### src/rtl/fp_wb_pkg.sv
// Shared types for the FP writeback sequencer: format codes, FSM states,
// queued entry layout and the destination-mask helper.
package fp_wb_pkg;

    localparam logic [4:0] FMT_S = 5'h10;
    localparam logic [4:0] FMT_D = 5'h11;

    typedef enum logic [1:0] {S_IDLE, S_LO, S_HI} state_t;

    typedef struct packed {
        logic        is_dbl;
        logic [4:0]  dst;
        logic [63:0] data;
    } entry_t;

    // Registers an entry will write; the high word of a double lands on dst+1 (mod 32).
    function automatic logic [31:0] dest_mask(entry_t e);
        logic [31:0] m;
        logic [4:0]  hi;
        hi = e.dst + 5'd1;
        m  = 32'h1 << e.dst;
        if (e.is_dbl) m = m | (32'h1 << hi);
        return m;
    endfunction

endpackage

### src/rtl/fp_wb_fifo.sv
// Circular buffer of writeback entries with a per-slot valid view so the
// top level can OR together the destinations of everything still queued.
module fp_wb_fifo
    import fp_wb_pkg::*;
#(
    parameter int DEPTH = 4
) (
    input  logic                   clk,
    input  logic                   rst,
    input  logic                   push_i,
    input  entry_t                 push_data_i,
    input  logic                   pop_i,
    output entry_t                 head_o,
    output logic                   full_o,
    output logic                   empty_o,
    output logic [$clog2(DEPTH):0] count_o,
    output entry_t [DEPTH-1:0]     ents_o,
    output logic [DEPTH-1:0]       vld_o
);
    localparam int AW = $clog2(DEPTH);

    entry_t [DEPTH-1:0] mem_q;
    logic [AW-1:0]      wr_q, rd_q;
    logic [AW:0]        cnt_q, cnt_d;
    logic [DEPTH-1:0]   vld_q, vld_d;

    always_comb begin
        vld_d = vld_q;
        if (pop_i)  vld_d[rd_q] = 1'b0;
        if (push_i) vld_d[wr_q] = 1'b1;
        cnt_d = cnt_q;
        case ({push_i, pop_i})
            2'b10:   cnt_d = cnt_q + 1'b1;
            2'b01:   cnt_d = cnt_q - 1'b1;
            default: cnt_d = cnt_q;
        endcase
    end

    always_ff @(posedge clk or posedge rst) begin
        if (rst) begin
            wr_q  <= '0;
            rd_q  <= '0;
            cnt_q <= '0;
            vld_q <= '0;
        end else begin
            if (push_i) wr_q <= wr_q + 1'b1;
            if (pop_i)  rd_q <= rd_q + 1'b1;
            cnt_q <= cnt_d;
            vld_q <= vld_d;
        end
    end

    // Payload needs no reset; the valid bits qualify every read.
    always_ff @(posedge clk) begin
        if (push_i) mem_q[wr_q] <= push_data_i;
    end

    assign head_o  = mem_q[rd_q];
    assign full_o  = (cnt_q == (AW+1)'(DEPTH));
    assign empty_o = (cnt_q == '0);
    assign count_o = cnt_q;
    assign ents_o  = mem_q;
    assign vld_o   = vld_q;

endmodule

### src/rtl/fp_writeback_sequencer.sv
// FP register-file write front end: queues single/double results and drains
// them as 32-bit write beats. Optional odd-double rejection: FP_WB_ALIGN_CHECK_EN.
module fp_writeback_sequencer
    import fp_wb_pkg::*;
#(
    parameter int DEPTH = 4
) (
    input  logic        clk,
    input  logic        rst,
    input  logic        in_valid,
    output logic        in_ready,
    input  logic [4:0]  in_fmt,
    input  logic [4:0]  in_reg,
    input  logic [63:0] in_data,
    output logic        FPRegWrite,
    output logic [4:0]  FPWriteRegister,
    output logic [31:0] FPWriteData,
    output logic [31:0] pending,
    output logic        idle,
    output logic        align_err
);
    logic                   accept, fmt_ok, odd_dbl, push, pop;
    logic                   full, empty;
    logic [$clog2(DEPTH):0] count;
    entry_t                 head, push_ent, beat;
    entry_t [DEPTH-1:0]     ents;
    logic [DEPTH-1:0]       vld;

    state_t      state_q, state_d;
    entry_t      cur_q, cur_d;
    logic        wr_q, wr_d;
    logic [4:0]  addr_q, addr_d;
    logic [31:0] data_q, data_d;
    logic [31:0] pend;

    assign in_ready = !full;
    assign accept   = in_valid && in_ready;
    assign fmt_ok   = (in_fmt == FMT_S) || (in_fmt == FMT_D);

`ifdef FP_WB_ALIGN_CHECK_EN
    logic align_err_q;
    assign odd_dbl = (in_fmt == FMT_D) && in_reg[0];
    always_ff @(posedge clk or posedge rst) begin
        if (rst)                     align_err_q <= 1'b0;
        else if (accept && odd_dbl)  align_err_q <= 1'b1;
    end
    assign align_err = align_err_q;
`else
    assign odd_dbl   = 1'b0;
    assign align_err = 1'b0;
`endif

    // Unknown formats and rejected doubles still complete the handshake.
    assign push     = accept && fmt_ok && !odd_dbl;
    assign push_ent = '{is_dbl: (in_fmt == FMT_D), dst: in_reg, data: in_data};

    fp_wb_fifo #(.DEPTH(DEPTH)) u_fifo (
        .clk         (clk),
        .rst         (rst),
        .push_i      (push),
        .push_data_i (push_ent),
        .pop_i       (pop),
        .head_o      (head),
        .full_o      (full),
        .empty_o     (empty),
        .count_o     (count),
        .ents_o      (ents),
        .vld_o       (vld)
    );

    always_comb begin
        state_d = state_q;
        cur_d   = cur_q;
        pop     = 1'b0;
        addr_d  = '0;
        data_d  = '0;
        if (state_q == S_LO && cur_q.is_dbl) begin
            state_d = S_HI;
            addr_d  = cur_q.dst + 5'd1;
            data_d  = cur_q.data[63:32];
        end else if (!empty) begin
            pop     = 1'b1;
            cur_d   = head;
            state_d = S_LO;
            addr_d  = head.dst;
            data_d  = head.data[31:0];
        end else begin
            state_d = S_IDLE;
        end
        // r0 beats keep their slot but never assert the strobe.
        wr_d = (state_d != S_IDLE) && (addr_d != 5'd0);
    end

    always_ff @(posedge clk or posedge rst) begin
        if (rst) begin
            state_q <= S_IDLE;
            cur_q   <= '0;
            wr_q    <= 1'b0;
            addr_q  <= '0;
            data_q  <= '0;
        end else begin
            state_q <= state_d;
            cur_q   <= cur_d;
            wr_q    <= wr_d;
            addr_q  <= addr_d;
            data_q  <= data_d;
        end
    end

    always_comb begin
        pend = '0;
        for (int i = 0; i < DEPTH; i++)
            if (vld[i]) pend = pend | dest_mask(ents[i]);
        beat = cur_q;
        if (state_q == S_HI) begin
            beat.is_dbl = 1'b0;
            beat.dst    = cur_q.dst + 5'd1;
        end
        if (state_q != S_IDLE) pend = pend | dest_mask(beat);
        pend[0] = 1'b0;
    end

    assign pending         = pend;
    assign idle            = (count == '0) && (state_q == S_IDLE);
    assign FPRegWrite      = wr_q;
    assign FPWriteRegister = addr_q;
    assign FPWriteData     = data_q;

endmodule

### config.mk
export PLATFORM = sky130hd
export DESIGN_NAME = fp_writeback_sequencer
export DESIGN_NICKNAME = d
export VERILOG_FILES = /design/src/rtl/fp_wb_pkg.sv /design/src/rtl/fp_wb_fifo.sv /design/src/rtl/fp_writeback_sequencer.sv
export SDC_FILE = /design/constraint.sdc
export NUM_CORES = 1
export LEC_CHECK = 0
export CAP_MARGIN = 0
export CORE_MARGIN = 1
export CORE_UTILIZATION = 60
export CTS_CLUSTER_DIAMETER = 100
export DETAILED_ROUTE_END_ITERATION = 8
export PLACE_DENSITY = 0.8
export RECOVER_POWER = 25
export REMOVE_ABC_BUFFERS = 1
export SYNTH_ARGS = -nofsm -noshare
export SYNTH_HDL_FRONTEND = slang
export SYNTH_SLANG_ARGS = --single-unit
### constraint.sdc
create_clock -name clk -period 7 [get_ports clk]
set_input_delay 1.05 -clock clk [delete_from_list [all_inputs] [get_ports clk]]
set_output_delay 1.05 -clock clk [all_outputs]
set_load 0.005 [all_outputs]
-- Yosys cells after proc, flatten, opt, wreduce, memory -nomap -nowiden
Index checks and enable logic that the tools add are counted.
Widths: inputs -> output; s select.
- word-level logic and storage cells: 119
- bits in registers: 401
- input port bits: 77
- output and inout bits: 73
- shift operators: 10
- magnitude comparators: 4
- muxes and demuxes: 35
- bitwise operators: 14
- reduce and logical (&&, ||, !) cells: 16
- equal/unequal tests: 7
- add/subtract/negate cells: 10
- operator list (cell ; count):
    $mux 32 ; 16
    $shl 1x5->32 const A ; 10
    $or 32x32->32 ; 9
    $bwmux 280 ; 1
    $bmux 70 s2 ; 1
    $demux 70 s2 ; 1
    $mux 70 ; 2
    $add 5x1->5 const B ; 6
    $eq 5x5->1 const B ; 2
    $mux 5 ; 2
    $mux 4 ; 2
    $logic_and 1x1->1 ; 7
    $lt 2x3->1 const B ; 2
    $mux 6 ; 1
    $pmux 3 s2 ; 1
    $reduce_bool 2->1 ; 3
    $mux 1 ; 5
    $reduce_bool 5->1 ; 1
    $add 2x1->2 const B ; 2
    $and 4x4->4 ; 1
    $demux 1 s2 ; 2
    $eq 2x1->1 const B ; 2
    $eq 2x2->1 const B ; 2
    $ge 2x1->1 const B ; 2
    12 further kinds ; 13

-- Depth between registers and ports, before layout
Gate-level depths: netlist of run 1.
- word-level depth: 13
- gate-level depth with buffers: 12
- depth with buffers taken out: 10

-- By module
Synthesis of run 1 repeated with hierarchy kept, for this count alone.
- cells, all modules: 1196
- area total of the unflattened synthesis: 17206.5 um2
- modules (own cells, without submodules) (module ; sequential area each (um2) ; area each (um2) ; cells each ; times used):
    fp_wb_fifo ; 8683.3 ; 10780.3 ; 421 ; 1
    fp_writeback_sequencer ; 1951.9 ; 6426.2 ; 775 ; 1

-- Worst setup path after synthesis of run 1
OpenSTA, ideal clock, no wires.
- path type: input to register
- from: in in_fmt[1]
- to: reg u_fifo.mem_q, in the netlist u_fifo.ents_o[0], enable pin
- setup slack: 3.119 ns
- buffers on the path: 1
- required time: 6.563 ns
- stages: 4
- setup time: 0.437 ns
- data arrival time: 3.444 ns
- cell sequence: nor4b_1 -> and3_1 -> clkbuf_1 -> and2_1
- longest elaborated chain between the ends: 3
- elaborated cells on any way between the ends: 4
- those cells by class: eq/ne (2); reduce/logical (2)
- ends and longest elaborated chain (what ; line ; RTL):
    from (decl) ; fp_writeback_sequencer.sv:12 ; input logic [4:0] in_fmt,
    $eq 5x5->1 ; fp_writeback_sequencer.sv:38 ; assign fmt_ok = (in_fmt == FMT_S) || (in_fmt == FMT_D);
    $logic_or 1x1->1 * ; fp_writeback_sequencer.sv:38 ;
    $logic_and 1x1->1 * ; fp_writeback_sequencer.sv:54 ; assign push = accept && fmt_ok && !odd_dbl;
    to (signal, indexed assignment) ; fp_wb_fifo.sv:55 ; if (push_i) mem_q[wr_q] <= push_data_i;
    to (decl) ; fp_wb_fifo.sv:22 ; entry_t [DEPTH-1:0] mem_q;
Every way passes the cells marked *; elsewhere a longest branch is shown, timed or not.
A chain may end at the register's enable or synchronous reset.

-- Worst setup path in the final report of run 1
- from: reg cur_q[64] (netlist name)
- to: out pending[26]
- longest elaborated chain between the ends: 9
- elaborated cells on any way between the ends: 10
- those cells by class: add/sub (2); shift (2); mux (4); bitwise (2)
- ends and longest elaborated chain (what ; line ; RTL):
    from (decl) ; fp_writeback_sequencer.sv:30 ; entry_t cur_q, cur_d;
    from (signal assigned) ; fp_writeback_sequencer.sv:103 ; cur_q <= cur_d;
    $add 5x1->5 ; fp_writeback_sequencer.sv:117 ; beat.dst = cur_q.dst + 5'd1;
    $mux 6 * ; fp_writeback_sequencer.sv:115 ; if (state_q == S_HI) begin
    $add 5x1->5 ; fp_wb_pkg.sv:20 ; hi = e.dst + 5'd1;
    $shl 1x5->32 ; fp_wb_pkg.sv:22 ; if (e.is_dbl) m = m | (32'h1 << hi);
    $or 32x32->32 ; fp_wb_pkg.sv:22 ;
    $mux 32 * ; fp_wb_pkg.sv:22 ;
    $mux 32 * ; fp_writeback_sequencer.sv:119 ; if (state_q != S_IDLE) pend = pend | dest_mask(beat);
    $or 32x32->32 * ; fp_writeback_sequencer.sv:119 ;
    $mux 32 * ; fp_writeback_sequencer.sv:119 ;
    to (decl) ; fp_writeback_sequencer.sv:18 ; output logic [31:0] pending,
Every way passes the cells marked *; elsewhere a longest branch is shown, timed or not. The select of a mux whose other input is x is not followed.

==> impl_metrics.ini, run 1 <==
[setup_path]
crit_type = reg -> out
worst-path-max-fanout = 17
ff2ff_path_depth = 10
cp-end-kind = output port
startpoint_type = register
critPathRequiredTime_ps = 5950
crit_arrival_ps = 4180

[place]
port_buffers = 147
place_area_um2 = 18500
dp_hpwl_um = 31900
gp_congestion = 1.03

[global_routing]
grt-busiest-layer = met2
antenna_found_initial = 7
grt_max_degree = 58
grt_pass1_vias = 12200
grt_pass1_wl_um = 80400
grt_use_met3 = 0.0809
grt.total_usage = 0.390
use_met2 = 0.659
grt-ovfl-total = 0
use_met1 = 0.497

[clock_tree]
ctsLongestPathBuffers = 3
cts-root-buf = clkbuf_16
clkTransAtPathRegs_ps = 60
cts_buffers = 37
cts_tree = yes
htreeDepth = 2
cts_resized = 0
hold_buffers = 0
cts_setup_buffers = 0
clk_latency_ps = 530
cts_sinks = 369

[detailed_routing]
dr.first_iter.drc_count = 1919
avgViaCountPerCell = 7.09
wl_um = 54400
drtPass1Iterations = 6
antenna_left = 0
vias = 12100
drc = 0
avgRoutedWirePerCell_um = 31.8

[layout]
fill_cells = 1593
post-route-cell-area_um2 = 19700
layout-drive-gt1-share = 0.126
syn2layout_area_growth_pct = 17.8
nets = 1404

[run_status]
status = finished clean

[timing]
finalCritPeriodShare = 0.747
timing.fmax_ghz = 0.191
finalSetupTns_ps = 0
worst_pin_slew_ps = 980
final_hold_viol_count = 0
slew_headroom = 0.347
slew_viol_final = 0
fin_hold_ws_ps = 494
final.min_clock_period_ps = 5230
setup_viol = 0
rsz0062_at_grt = false
clock_skew_ps = 13.8

[die]
rows = 60
die_x_um = 169
ioPinCount = 150
fp.dieH_um = 169
coreArea_um2 = 27100
dieArea_um2 = 28500
start_util = 0.616

[logic_synthesis]
yosys_warnings = 0
synth_top_area_share = 0.504
ys_types = 85
synth_area_per_cell_um2 = 14.1
yosysTopAreaCell = edfxtp_1
netlist_instances = 1184
yosysMostFrequentCell = edfxtp_1
synth_edf_count = 280
seq_area_frac_synth = 0.637
synth_area_leaders = edfxtp_1, dfrtp_1, mux4_2
postSynth.asyncResetShare = 0.241
ys_ff_latch = 369
ys.flop_type = edfxtp_1
synth_area_um2 = 16700
synthTopCellsByCount = edfxtp_1, nand2_1, dfrtp_1

[run]
cap_violations = 0

[pwr]
pwr_density_cell_nw_per_um2 = 387
p_leak_nw = 7.00
ir_worst_vdd_mv = 0.356

[worst_hold_path]
hp-class = reg -> reg
hold_depth = 2
## registers in the layout, indices dropped and copies added (netlist names)
register         cells
u_fifo.ents_o      280
FPWriteData         32
beat                32
cur_q                6
FPWriteRegister      5
u_fifo.vld_o         4
u_fifo.count_o       3
state_q              2
u_fifo.rd_q          2
u_fifo.wr_q          2
FPRegWrite           1
## cell usage in the layout (no fill, tap or decap), types with 7 or more instances in the layout
master             n
nand4_1           11
o22ai_1           12
dlygate4sd3_1     54
buf_4             17
nor4_1            12
a22o_1            37
nand3_1           33
mux4_2            70
o221ai_1          18
ha_1              19
nand2_1          159
nor3_1            32
nand3b_1           8
inv_1             26
nor2b_1           18
mux2i_1            8
o21ai_0           16
a22oi_1            8
a211oi_1           9
clkdlybuf4s50_1   93
nor2_1            37
dfrtp_1           87
clkbuf_16         37
and3_1            13
o32ai_1            8
o211ai_1           9
nand2b_1          16
edfxtp_1         280
a21oi_1           11
a21o_1             8
o2bb2ai_1          7
## metal layers
metal	up-vias	routed length [um]
met3	184	5600
met5	-	41
met4	6	2430
met1	6102	19200
met2	974	27100
li1	4879	-
## worst max-delay path, stage by stage (launching register included)
cell             delay (ps)
dfrtp_1                 690
ha_1                    380
nand3b_1                130
o22a_1                  220
clkinv_1                210
ha_1                    380
nor2_1                  440
nand2_1                 110
nor3_1                  380
a221o_1                 230
clkdlybuf4s50_1         490
## per-stage QoR
stage | total power, mW | cells | utilization | worst slack, ps
floorplan | 4.45 | 1104 | - | 2330
global placement | 5.38 | 1640 | 0.681 | 2470
detailed placement | 5.48 | 1640 | 0.681 | 2370
CTS | 7.56 | 1708 | 0.725 | 1790
global route | 7.86 | 1710 | 0.725 | 1530
finish | 7.60 | 1713 | 0.726 | 1770
## area by class of cell
class	count	area (um2)	share of cell area
inverters	30	115	0.00585
clock buffers	47	1000	0.0510
multi-input cells	705	5630	0.286
flip-flops and latches	369	10600	0.541
clock inverters	21	195	0.00993
diodes	5	12.5	0.000636
well taps	372	465	0.0237
repair buffers	164	1600	0.0813
## power by group
part / internal, mW / total [mW] / switching, mW
sequential: 2.66 / 3.01 / 0.355
combinational: 1.15 / 2.60 / 1.45
clock: 1.11 / 2.00 / 0.887
total: 4.91 / 7.60 / 2.69
## final timing paths
check | startpoint | to | slack (ps)
min reg2reg | beat[61] | beat[61] | 490
max | cur_q[64] | pending[26] | 1770
max reg2reg | state_q[1] | u_fifo.count_o[2] | 3650
min | beat[61] | beat[61] | 490
max in group asynchronous | rst | u_fifo.rd_q[0] | 4850
min in group asynchronous | rst | FPWriteData[9] | 900
## cell families (layout without fill, tap and decap cells)
logic type               count (synthesis)  count (layout)  synth area share
AO/OA/AOI/OAI                          201             201            0.0949
XOR/XNOR                                13              13           0.00809
flip-flops                             369             369             0.637
AND/OR/NAND/NOR                        388             388             0.116
buffers and inverters                  111             262            0.0268
adder cells (fa/ha/maj)                 20              20            0.0154
multiplexers                            81              81             0.101
other                                    1               7          0.000225
No activity file was read; power rests on OpenSTA's default activity.
==> run 2, diff against run 1 <==
--- a/config.mk
+++ b/config.mk
@@ -7,10 +7,10 @@
 export LEC_CHECK = 0
 export CAP_MARGIN = 0
 export CORE_MARGIN = 1
-export CORE_UTILIZATION = 60
+export CORE_UTILIZATION = 52
 export CTS_CLUSTER_DIAMETER = 100
 export DETAILED_ROUTE_END_ITERATION = 8
-export PLACE_DENSITY = 0.8
+export PLACE_DENSITY = 0.73
 export RECOVER_POWER = 25
 export REMOVE_ABC_BUFFERS = 1
 export SYNTH_ARGS = -nofsm -noshare
==> constraint.sdc (replaced) <==
create_clock -name clk -period 4.5 [get_ports clk]
set_input_delay 0.675 -clock clk [delete_from_list [all_inputs] [get_ports clk]]
set_output_delay 0.675 -clock clk [all_outputs]
set_load 0.005 [all_outputs]
==> run 2 against run 1 <==
Compared with the run above:
- hold slack worse by 17 ps
- via count is 7.9% lower
- global-route usage is 11 points lower
- largest cell class unchanged
==> impl_metrics.ini, run 2 (synthesis results as in run 1) <==
[timing]
clock_skew_ps = 22.5
slew_headroom = 0.379
timing.fmax_ghz = 0.231
final.min_clock_period_ps = 4330
final_hold_viol_count = 0
rsz0062_at_grt = false
setup_viol = 0
finalCritPeriodShare = 0.963
slew_viol_final = 0
worst_pin_slew_ps = 931

[run]
cap_violations = 0

[global_routing]
antenna_found_initial = 8
grt-ovfl-total = 0
grt_max_degree = 70
grt_pass1_vias = 11500
grt_pass1_wl_um = 69800
grt.total_usage = 0.283

[setup_path]
crit_chain = and2_1 -> ha_1 -> nand4b_1 -> nor3_1 -> o31a_1 -> a2111oi_1 -> buf_4 -> o221ai_1 -> clkdlybuf4s50_1
crit_buf_inv = 2
timing.rr.end = FPRegWrite
ff2ff_path_depth = 5
cp_top_family = compound AO/OA/AOI/OAI gates
startpoint_type = register
worst-path-max-fanout = 14
crit_type = reg -> out
crit_arrival_ps = 3660
cpMaxStageDelayCell = edfxtp_1
rrSetupSlack_ps = 1650
rr_startpoint = u_fifo.rd_q[0]
cpPeakStageDelay_ps = 560
critPathRequiredTime_ps = 3830
cp-end-kind = output port

[clock_tree]
ctsLongestPathBuffers = 3
cts-root-buf = clkbuf_16
htreeDepth = 2
clk_latency_ps = 540
clkTransAtPathRegs_ps = 60
cts_buffers = 37
cts_sinks = 369
cts_tree = yes

[detailed_routing]
drtPass1Iterations = 5
vias = 11200
avgRoutedWirePerCell_um = 25.9
drc = 0
antenna_left = 0
dr.first_iter.drc_count = 979
wl_um = 45800
avgViaCountPerCell = 6.32

[die]
dieArea_um2 = 32800
coreArea_um2 = 31600
rows = 65
fp.dieH_um = 181
start_util = 0.529
ioPinCount = 150
die_x_um = 181

[run_status]
status = finished clean

[worst_hold_path]
min-delay-start = beat[37]
hp-class = reg -> reg
hold_depth = 2
hold_end = beat[37]

[layout]
syn2layout_area_growth_pct = 20.2
final_cell_mix = edfxtp_1, nand2_1, clkdlybuf4s50_1
largest_reg_flops = 280
mostFrequentLayoutCell = edfxtp_1
nets = 1431
final_cells = 1771
layout-drive-gt1-share = 0.147

[place]
dp_hpwl_um = 31100
port_buffers = 147
gp_congestion = 1.01
dp_cells = 1697

[pwr]
totalPowerFinal_mw = 11.7
ir_worst_vdd_mv = 0.410
p_leak_nw = 7.19
pwr_density_cell_nw_per_um2 = 584
## run 2: final cells by class
class / instances / area [um2]
inverters: 30 / 119
fillers: 2283 / 11500
clock buffers: 52 / 1040
clock inverters: 16 / 260
well taps: 402 / 503
repair buffers: 191 / 1840
multi-input cells: 705 / 5660
diodes: 6 / 15.0
flip-flops and latches: 369 / 10600
## run 2: how the worst max path moves through the flow
stage | from | end | cells past startpoint
after floorplan | u_fifo.rd_q[0] | FPRegWrite | 5
after CTS | u_fifo.ents_o[134] | pending[20] | 9
final | u_fifo.ents_o[134] | pending[20] | 9
after detailed placement | u_fifo.ents_o[134] | pending[20] | 9
after global routing | cur_q[65] | pending[4] | 10
after global placement | cur_q[65] | pending[11] | 8
## run 2: report_power, final
group	total (mW)	internal, mW	switching (mW)
Clock	3.22	1.93	1.29
Combinational	3.94	1.83	2.11
Sequential	4.55	4.14	0.414
## run 2: routing by layer
layer | global-route usage | share of wire
met4 | 0.116 | 0.039
met5 | 0 | 0.00087
met2 | 0.461 | 0.48
met3 | 0.0532 | 0.064
met1 | 0.378 | 0.41
## run 2: timing repair
action	in CTS	in global routing
setup buffers	0	0
hold buffers	0	0
resized for setup	0	7
setup endpoints to repair	0	12
## run 2: worst reg2reg max path: stages, from the launching register on
cell and delay (ps):
dfrtp_4 640, buf_4 570, mux4_2 580, nand2_1 140, or3b_1 360, or4_1 430
## run 2: metrics by stage
step / utilization / worst slack [ps] / hold slack (ps) / instance area, um2 / TNS, ps
4_1_cts: 0.635 / 78.1 / 481 / 20000 / 0
5_1_grt: 0.636 / 6.84 / 492 / 20100 / 0
6_report: 0.636 / 165 / 478 / 20100 / 0
3_3_place_gp: 0.594 / 678 / 457 / 18700 / 0
2_1_floorplan: - / -167 / 446 / 16400 / -167
3_5_place_dp: 0.594 / 645 / 464 / 18700 / 0
